**config.mk**
```make
export PLATFORM = sky130hd
export DESIGN_NAME = vga_timing_ctrl
export DESIGN_NICKNAME = d
export VERILOG_FILES = /design/src/rtl/vga_timing_ctrl.sv
export SDC_FILE = /design/constraint.sdc
export NUM_CORES = 1
export LEC_CHECK = 0
export ABC_AREA = 1
export BUFFER_PORTS_ARGS = -buffer_cell sky130_fd_sc_hd__buf_2
export CORE_MARGIN = 2
export CORE_UTILIZATION = 50
export DETAILED_ROUTE_END_ITERATION = 7
export PLACE_DENSITY = 0.77
export SLEW_MARGIN = 20
export SYNTH_ARGS = -nofsm -noshare
export SYNTH_HDL_FRONTEND = slang
export SYNTH_SLANG_ARGS = --single-unit
```
**constraint.sdc**
```tcl
create_clock -name clk_in -period 2.2 [get_ports clk_in]
set_input_delay 0.44 -clock clk_in [delete_from_list [all_inputs] [get_ports clk_in]]
set_output_delay 0.44 -clock clk_in [all_outputs]
set_load 0.02 [all_outputs]
```
**src/rtl/vga_timing_ctrl.sv**
```systemverilog
// vga_timing_ctrl: VGA raster timing generator (default 640x480, 800x525 totals).
// A pixel enable at half the clk_in rate steps the column/line counters; sync
// and active-video decodes are registered alongside the counters so they line
// up with the coordinates they describe.
// Optional: define FRAME_CNT_EN to add the 16-bit frame_cnt output and counter.
module vga_timing_ctrl #(
   parameter int unsigned H_ACTIVE = 640,
   parameter int unsigned H_FP     = 16,
   parameter int unsigned H_SYNC   = 96,
   parameter int unsigned H_BP     = 48,
   parameter int unsigned V_ACTIVE = 480,
   parameter int unsigned V_FP     = 10,
   parameter int unsigned V_SYNC   = 2,
   parameter int unsigned V_BP     = 33
) (
   input  logic        clk_in,
   input  logic        reset,
   input  logic        run,
   output logic        pix_en,
   output logic        hsync,
   output logic        vsync,
   output logic        video_on,
   output logic [9:0]  h_cnt,
   output logic [9:0]  v_cnt,
   output logic        frame_start,
   output logic        busy
`ifdef FRAME_CNT_EN
   ,
   output logic [15:0] frame_cnt
`endif
);

   localparam int unsigned H_TOT = H_ACTIVE + H_FP + H_SYNC + H_BP;
   localparam int unsigned V_TOT = V_ACTIVE + V_FP + V_SYNC + V_BP;

   localparam logic [9:0] H_LAST    = 10'(H_TOT - 1);
   localparam logic [9:0] V_LAST    = 10'(V_TOT - 1);
   localparam logic [9:0] H_VIS     = 10'(H_ACTIVE);
   localparam logic [9:0] V_VIS     = 10'(V_ACTIVE);
   localparam logic [9:0] HS_FIRST  = 10'(H_ACTIVE + H_FP);
   localparam logic [9:0] HS_LAST   = 10'(H_ACTIVE + H_FP + H_SYNC - 1);
   localparam logic [9:0] VS_FIRST  = 10'(V_ACTIVE + V_FP);
   localparam logic [9:0] VS_LAST   = 10'(V_ACTIVE + V_FP + V_SYNC - 1);

   typedef enum logic [1:0] {
      IDLE,
      ACTIVE,
      DRAIN
   } state_e;

   state_e     state_q, state_d;
   logic       phase_q, phase_d;
   logic [9:0] h_q, h_d;
   logic [9:0] v_q, v_d;
   logic       last_px;

   logic       hsync_q, hsync_d;
   logic       vsync_q, vsync_d;
   logic       video_q, video_d;
   logic       fstart_q, fstart_d;
   logic       busy_q, busy_d;

   // Next state, pixel phase and raster position.
   always_comb begin
      state_d = state_q;
      phase_d = 1'b0;
      h_d     = h_q;
      v_d     = v_q;
      last_px = phase_q && (h_q == H_LAST) && (v_q == V_LAST);
      unique case (state_q)
         IDLE: begin
            h_d = '0;
            v_d = '0;
            if (run) begin
               state_d = ACTIVE;
            end
         end
         ACTIVE, DRAIN: begin
            phase_d = ~phase_q;
            if (phase_q) begin
               if (h_q == H_LAST) begin
                  h_d = '0;
                  v_d = (v_q == V_LAST) ? '0 : v_q + 10'd1;
               end else begin
                  h_d = h_q + 10'd1;
               end
            end
            // The last-pixel exit is decided by the current state only, so a
            // run change on that same edge cannot rescue a draining frame.
            if (state_q == ACTIVE) begin
               if (!run) begin
                  state_d = DRAIN;
               end
            end else if (last_px) begin
               state_d = IDLE;
            end else if (run) begin
               state_d = ACTIVE;
            end
         end
         default: begin
            state_d = IDLE;
            h_d     = '0;
            v_d     = '0;
         end
      endcase
   end

   // Decodes computed from the next position so they register with it.
   always_comb begin
      busy_d   = (state_d != IDLE);
      hsync_d  = !(busy_d && (h_d >= HS_FIRST) && (h_d <= HS_LAST));
      vsync_d  = !(busy_d && (v_d >= VS_FIRST) && (v_d <= VS_LAST));
      video_d  = busy_d && (h_d < H_VIS) && (v_d < V_VIS);
      fstart_d = phase_d && (h_d == '0) && (v_d == '0);
   end

   // State, counters and registered outputs; reset forces the idle picture.
   always_ff @(posedge clk_in or negedge reset) begin
      if (!reset) begin
         state_q  <= IDLE;
         phase_q  <= 1'b0;
         h_q      <= '0;
         v_q      <= '0;
         hsync_q  <= 1'b1;
         vsync_q  <= 1'b1;
         video_q  <= 1'b0;
         fstart_q <= 1'b0;
         busy_q   <= 1'b0;
      end else begin
         state_q  <= state_d;
         phase_q  <= phase_d;
         h_q      <= h_d;
         v_q      <= v_d;
         hsync_q  <= hsync_d;
         vsync_q  <= vsync_d;
         video_q  <= video_d;
         fstart_q <= fstart_d;
         busy_q   <= busy_d;
      end
   end

   assign pix_en      = phase_q;
   assign h_cnt       = h_q;
   assign v_cnt       = v_q;
   assign hsync       = hsync_q;
   assign vsync       = vsync_q;
   assign video_on    = video_q;
   assign frame_start = fstart_q;
   assign busy        = busy_q;

`ifdef FRAME_CNT_EN
   logic [15:0] frame_cnt_q;

   // Count completed frames; wraps naturally at 16 bits.
   always_ff @(posedge clk_in or negedge reset) begin
      if (!reset) begin
         frame_cnt_q <= '0;
      end else if (last_px) begin
         frame_cnt_q <= frame_cnt_q + 16'd1;
      end
   end

   assign frame_cnt = frame_cnt_q;
`endif

endmodule

```
Yosys cells after proc, flatten, opt, wreduce, memory -nomap -nowiden
Index checks and enable logic that the tools add are counted.
{ "totals": {"memories": 0, "ram_bits": 0, "register_bits": 28, "latch_bits": 0, "romBits": 0, "elab_cells": 52} }
{ "classes": {"bitwise_logic": 1, "add_sub_neg": 2, "n_shift": 0, "n_div": 0, "multipliers": 0, "reduce_logical": 17, "n_eq_ne": 4, "n_mux": 13, "n_lt_le_gt_ge": 6} }
{ "ops": {"columns": ["op", "count"], "rows": [
  ["$mux W10", 7],
  ["$add A10 B1 Y10 const B", 2],
  ["$eq A10 B10 Y1 const B", 2],
  ["$logic_not A10 Y1", 2],
  ["$ge A10 B10 Y1 const B", 1],
  ["$ge A10 B9 Y1 const B", 1],
  ["$le A10 B10 Y1 const B", 1],
  ["$le A10 B9 Y1 const B", 1],
  ["$logic_and A1 B1 Y1", 10],
  ["$lt A10 B10 Y1 const B", 1],
  ["$lt A10 B9 Y1 const B", 1],
  ["$mux W2", 4],
  ["$pmux W2 S2", 1],
  ["$eq A2 B1 Y1 const B", 1],
  ["$eq A2 B2 Y1 const B", 1],
  ["$logic_not A1 Y1", 2],
  ["$logic_not A2 Y1", 1],
  ["$reduce_bool A2 Y1", 1],
  ["$reduce_or A2 Y1", 1],
  ["$mux W1", 1],
  ["$not A1 Y1", 1]
]} }

Depth between registers and ports, before layout
{ "depth": {"word_depth": 10, "depth_mapped": 13, "depth_no_buf": 13} }

Least setup slack after synthesis
Ideal clock, no wire load.
{ "synth_timing": {"path_type": "reg2reg", "startpoint": "reg h_q[0], in the netlist h_cnt[0]", "endpoint": "reg video_q, in the netlist video_on", "setup_ns": 0.116, "stages_incl_launch_ff": 12, "synth_period_minus_slack_ns": 1.767, "required_time_ns": 2.084, "n_path_buf": 0, "path_slack_ns": 0.433, "arrival_ns": 1.651, "cell_sequence": "dfrtp_1 ha_1 nand4_2 clkinv_1 nand2_4 nand2_8 nand2_4 nand3_1 inv_1 nand3_1 nor2_1 nor2_1"} }
{ "synth_via": {"word_cells_on_any_way": 18, "classes_between": "1 x add/sub; 2 x order compare; 1 x eq/ne; 9 x mux; 5 x reduce/logical"} }
{ "synth_lines": {"columns": ["item", "line", "text"], "rows": [
  ["start: declaration", "53", "logic [9:0] h_q, h_d;"],
  ["start signal: assignment", "122", "h_q <= '0;"],
  ["start signal: assignment", "132", "h_q <= h_d;"],
  ["$eq A10 B10 Y1", "81", "if (h_q == H_LAST) begin"],
  ["$mux W10", "81", null],
  ["$mux W10", "80", "if (phase_q) begin"],
  ["$mux W10", "70", "unique case (state_q)"],
  ["via v_d[7]", "54", "logic [9:0] v_q, v_d;"],
  ["$lt A10 B9 Y1", "113", "video_d = busy_d && (h_d < H_VIS) && (v_d < V_VIS);"],
  ["$logic_and A1 B1 Y1", "113", null],
  ["via video_d", "59", "logic video_q, video_d;"],
  ["end signal: assignment", "136", "video_q <= video_d;"],
  ["end: declaration", "59", null]
]} }
The timed path passes the listed nets, and every way through them passes these cells.

Worst setup path in the final report
{ "layout_timing": {"startpoint": "reg state_q[0]", "endpoint": "reg fstart_q, in the netlist frame_start"} }
{ "layout_via": {"elab_chain_cells": 6, "word_cells_on_any_way": 10, "classes_between": "2 x eq/ne; 3 x mux; 5 x reduce/logical"} }
{ "layout_lines": {"columns": ["item", "line", "text"], "rows": [
  ["start: declaration", "51", "state_e state_q, state_d;"],
  ["start signal: assignment", "130", "state_q <= state_d;"],
  ["$eq A2 B1 Y1 or $eq A2 B2 Y1 (tied branches)", "70", null],
  ["$reduce_or A2 Y1 (*)", "70", null],
  ["$mux W10", "70", null],
  ["$logic_not A10 Y1", "114", "fstart_d = phase_d && (h_d == '0) && (v_d == '0);"],
  ["$logic_and A1 B1 Y1", "114", null],
  ["$logic_and A1 B1 Y1 (*)", "114", null],
  ["via fstart_d", "60", "logic fstart_q, fstart_d;"],
  ["end signal: assignment", "137", "fstart_q <= fstart_d;"],
  ["end: declaration", "60", null]
]} }
Mark *: on every way through the listed nets, which the timed path passes. The rest lies on a longest branch.

==> flow_summary.toml <==
[status]
run_status = "finished, final reports clean"

[synthesis]
synth_async_sr_flop_share = 1.00
synth_top_area_frac = 0.354
synthesis.yosys.warnings = 0
synth_edf_count = 0
syn-num-nets = 273
ys_top_cells_by_area = "sky130_fd_sc_hd__dfrtp_1, sky130_fd_sc_hd__nand2_1, sky130_fd_sc_hd__nand3_1, sky130_fd_sc_hd__inv_1, sky130_fd_sc_hd__nor2_1"
synth_area_per_cell_um2 = 6.96
post_synth_num_cell_types = 26
synth_flop_cell = "sky130_fd_sc_hd__dfrtp_1"
synth_seq_cells = 28
syn_inst = 264
synthesis.area_um2 = 1840
synth.yosys.seq_area_share = 0.383
synth_top_cell_by_area = "sky130_fd_sc_hd__dfrtp_1"

[sta]
rsz0062_at_grt = "false"
holdWs_ns = 0.163
fmaxAchievable_ghz = 0.520
fin_crit_sh = 0.874
skew_ns = 0.00588
minimum_clock_period_after_layout_ns = 1.92
final-setup-viol-count = 0
worst_slew_pin_slew_ns = 0.621
slew_violations = 0
fin_setup_tns_ns = 0
timing_hold_violations_final = 0
slew_headroom = 0.586

[cts]
hold_buffers = 0
clock_insertion_delay_worst_skew_ns = 0.28
post_cts_buffers = 0
tritoncts.num_buffers = 3
cts_root_buf = "sky130_fd_sc_hd__clkbuf_8"
cts_max_path_buffers = 2
h-tree-depth = 1
tritoncts = "built"
cts_sinks = 28
worst_setup_hold_path_clk_slew_ns = 0.10
cts.repair.resized = 0

[worst_setup_path]
critPathKind = "register to register"
worstPathArrival_ns = 2.13
crit-reg2reg-launch = "state_q[0]"
worst-r2r-cell-count = 10
rr_endpoint = "frame_start"
worst_setup_path_startpoint = "state_q[0]"
worst_setup_path_start_kind = "register"
crit_required_ns = 2.41
worst_setup_path_end_kind = "register"
biggest_fanout_along_the_worst_timing_path = 7
cp-endpoint = "frame_start"
r2r_slack_ns = 0.28

[finish]
nNetsFinal = 306
layout-drive-gt1-share = 0.203
layout_common_cells = "sky130_fd_sc_hd__nand2_1, sky130_fd_sc_hd__inv_1, sky130_fd_sc_hd__nor2_1"
antenna-diode-count = 0
fill_cells = 354
final_common_cell = "sky130_fd_sc_hd__nand2_1"
post_synthesis_to_final_layout_area_growth_pct = 14.0
utilization = 0.581
post-route-cell-area_um2 = 2090

[floorplan]
die_h_um = 64.6
core.rowCount = 22
core_um2 = 3610
pin_count = 29
floorplan.initialDensity = 0.509
die_w_um = 64.6
die-area_um2 = 4170

[power]
ir_drop_mv = 0.662
leakagePower_nw = 1.23
pwr_dens_nw_per_um2 = 880

[placement]
port-buffer-count = 28
place_area_um2 = 2040
gpl.final_weighted_congestion = 0.889
detailed_place_hpwl_um = 3190

[detailed_routing]
routedWlPerCell_um = 11.6
drt.antenna.violating_nets = 0
initialDrtViolationCount = 84
vias_per_cell = 4.81
vias = 1655
drt_wl_total_um = 3980
drt_drc_violations_left = 0
first_pass_iters = 4

[worst_hold_path]
holdCritPathClass = "primary input to asynchronous set/reset pin"

[global_route]
pin_count_of_the_biggest_net_entering_global_routing = 29
grtUsageTotal = 0.215
grt.overflow.total = 0
global_route_wire_length_before_repair_um = 7040
number_of_global_route_vias_before_repair = 1656
initial_antenna_violation_count = 0

[job]
drv.max_cap_violation_count = 0
-- cell families after synthesis --
group / synth area share
XOR/XNOR: 0.00954
AND/OR/NAND/NOR: 0.424
AO/OA/AOI/OAI: 0.0307
adder cells (fa/ha/maj): 0.0409
buffers and inverters: 0.112
flip-flops: 0.383
-- worst max-delay path, cell delays in order, from the launching register on --
cell,delay [ns]
sky130_fd_sc_hd__dfrtp_1,0.43
sky130_fd_sc_hd__inv_1,0.07
sky130_fd_sc_hd__ha_2,0.46
sky130_fd_sc_hd__inv_2,0.12
sky130_fd_sc_hd__nor3_1,0.15
sky130_fd_sc_hd__nand3_1,0.10
sky130_fd_sc_hd__nor2_1,0.17
sky130_fd_sc_hd__nand3_1,0.12
sky130_fd_sc_hd__nor2_1,0.10
sky130_fd_sc_hd__nand2_1,0.05
sky130_fd_sc_hd__nor2_1,0.10
-- cells in the mapped netlist, drive strengths merged, types with 2 or more instances --
library cell  count
nand4             6
nor2             48
o21bai            2
clkinv            2
dfstp             2
nand3            36
nor3              3
ha                6
o21ai             7
nand2            70
dfrtp            26
inv              51
-- flip-flops by register name (all words and copies together), names as in the netlist --
register,flops
h_cnt,10
v_cnt,10
state_q,2
busy,1
frame_start,1
hsync,1
pix_en,1
video_on,1
vsync,1
-- area by class of cell --
class	instances	area (um^2)	area share
Timing Repair Buffer	29	148	0.0705
Multi-Input combinational cell	182	930	0.444
Sequential cell	28	703	0.336
Clock buffer	4	55.1	0.0263
Tap cell	48	60.1	0.0287
Inverter	53	199	0.0950
-- worst min path at each step --
| stage | from | end | slack (ns) | cells past startpoint |
|---|---|---|---|---|
| global route | reset | h_cnt[5] | 0.21 | 1 |
| finish | reset | h_cnt[7] | 0.16 | 1 |
| global placement | reset | h_cnt[7] | 0.50 | 1 |
| detailed placement | reset | h_cnt[9] | 0.51 | 1 |
| CTS | reset | h_cnt[9] | 0.20 | 1 |
| floorplan | reset | busy | 0.14 | 0 |
-- layer usage --
layer / track usage / routed length (um)
met4: 0.0878 / 72
met5: 0 / 0
met2: 0.370 / 1840
met1: 0.277 / 1950
met3: 0.0226 / 109
-- through the flow --
stage	worst slack, ns	cells	total power [W]
2_1_floorplan	0.433	264	0.00131
3_3_place_gp	0.294	340	0.00150
3_5_place_dp	0.219	340	0.00152
4_1_cts	0.196	344	0.00185
5_1_grt	0.0989	344	0.00199
6_report	0.276	344	0.00184
-- report_power, final --
part,internal [W],switching (W)
sequential,0.000587,0.0000613
clock,0.000160,0.000163
combinational,0.000287,0.000584
total,0.00103,0.000808
Power figures use the tool's default switching activity.
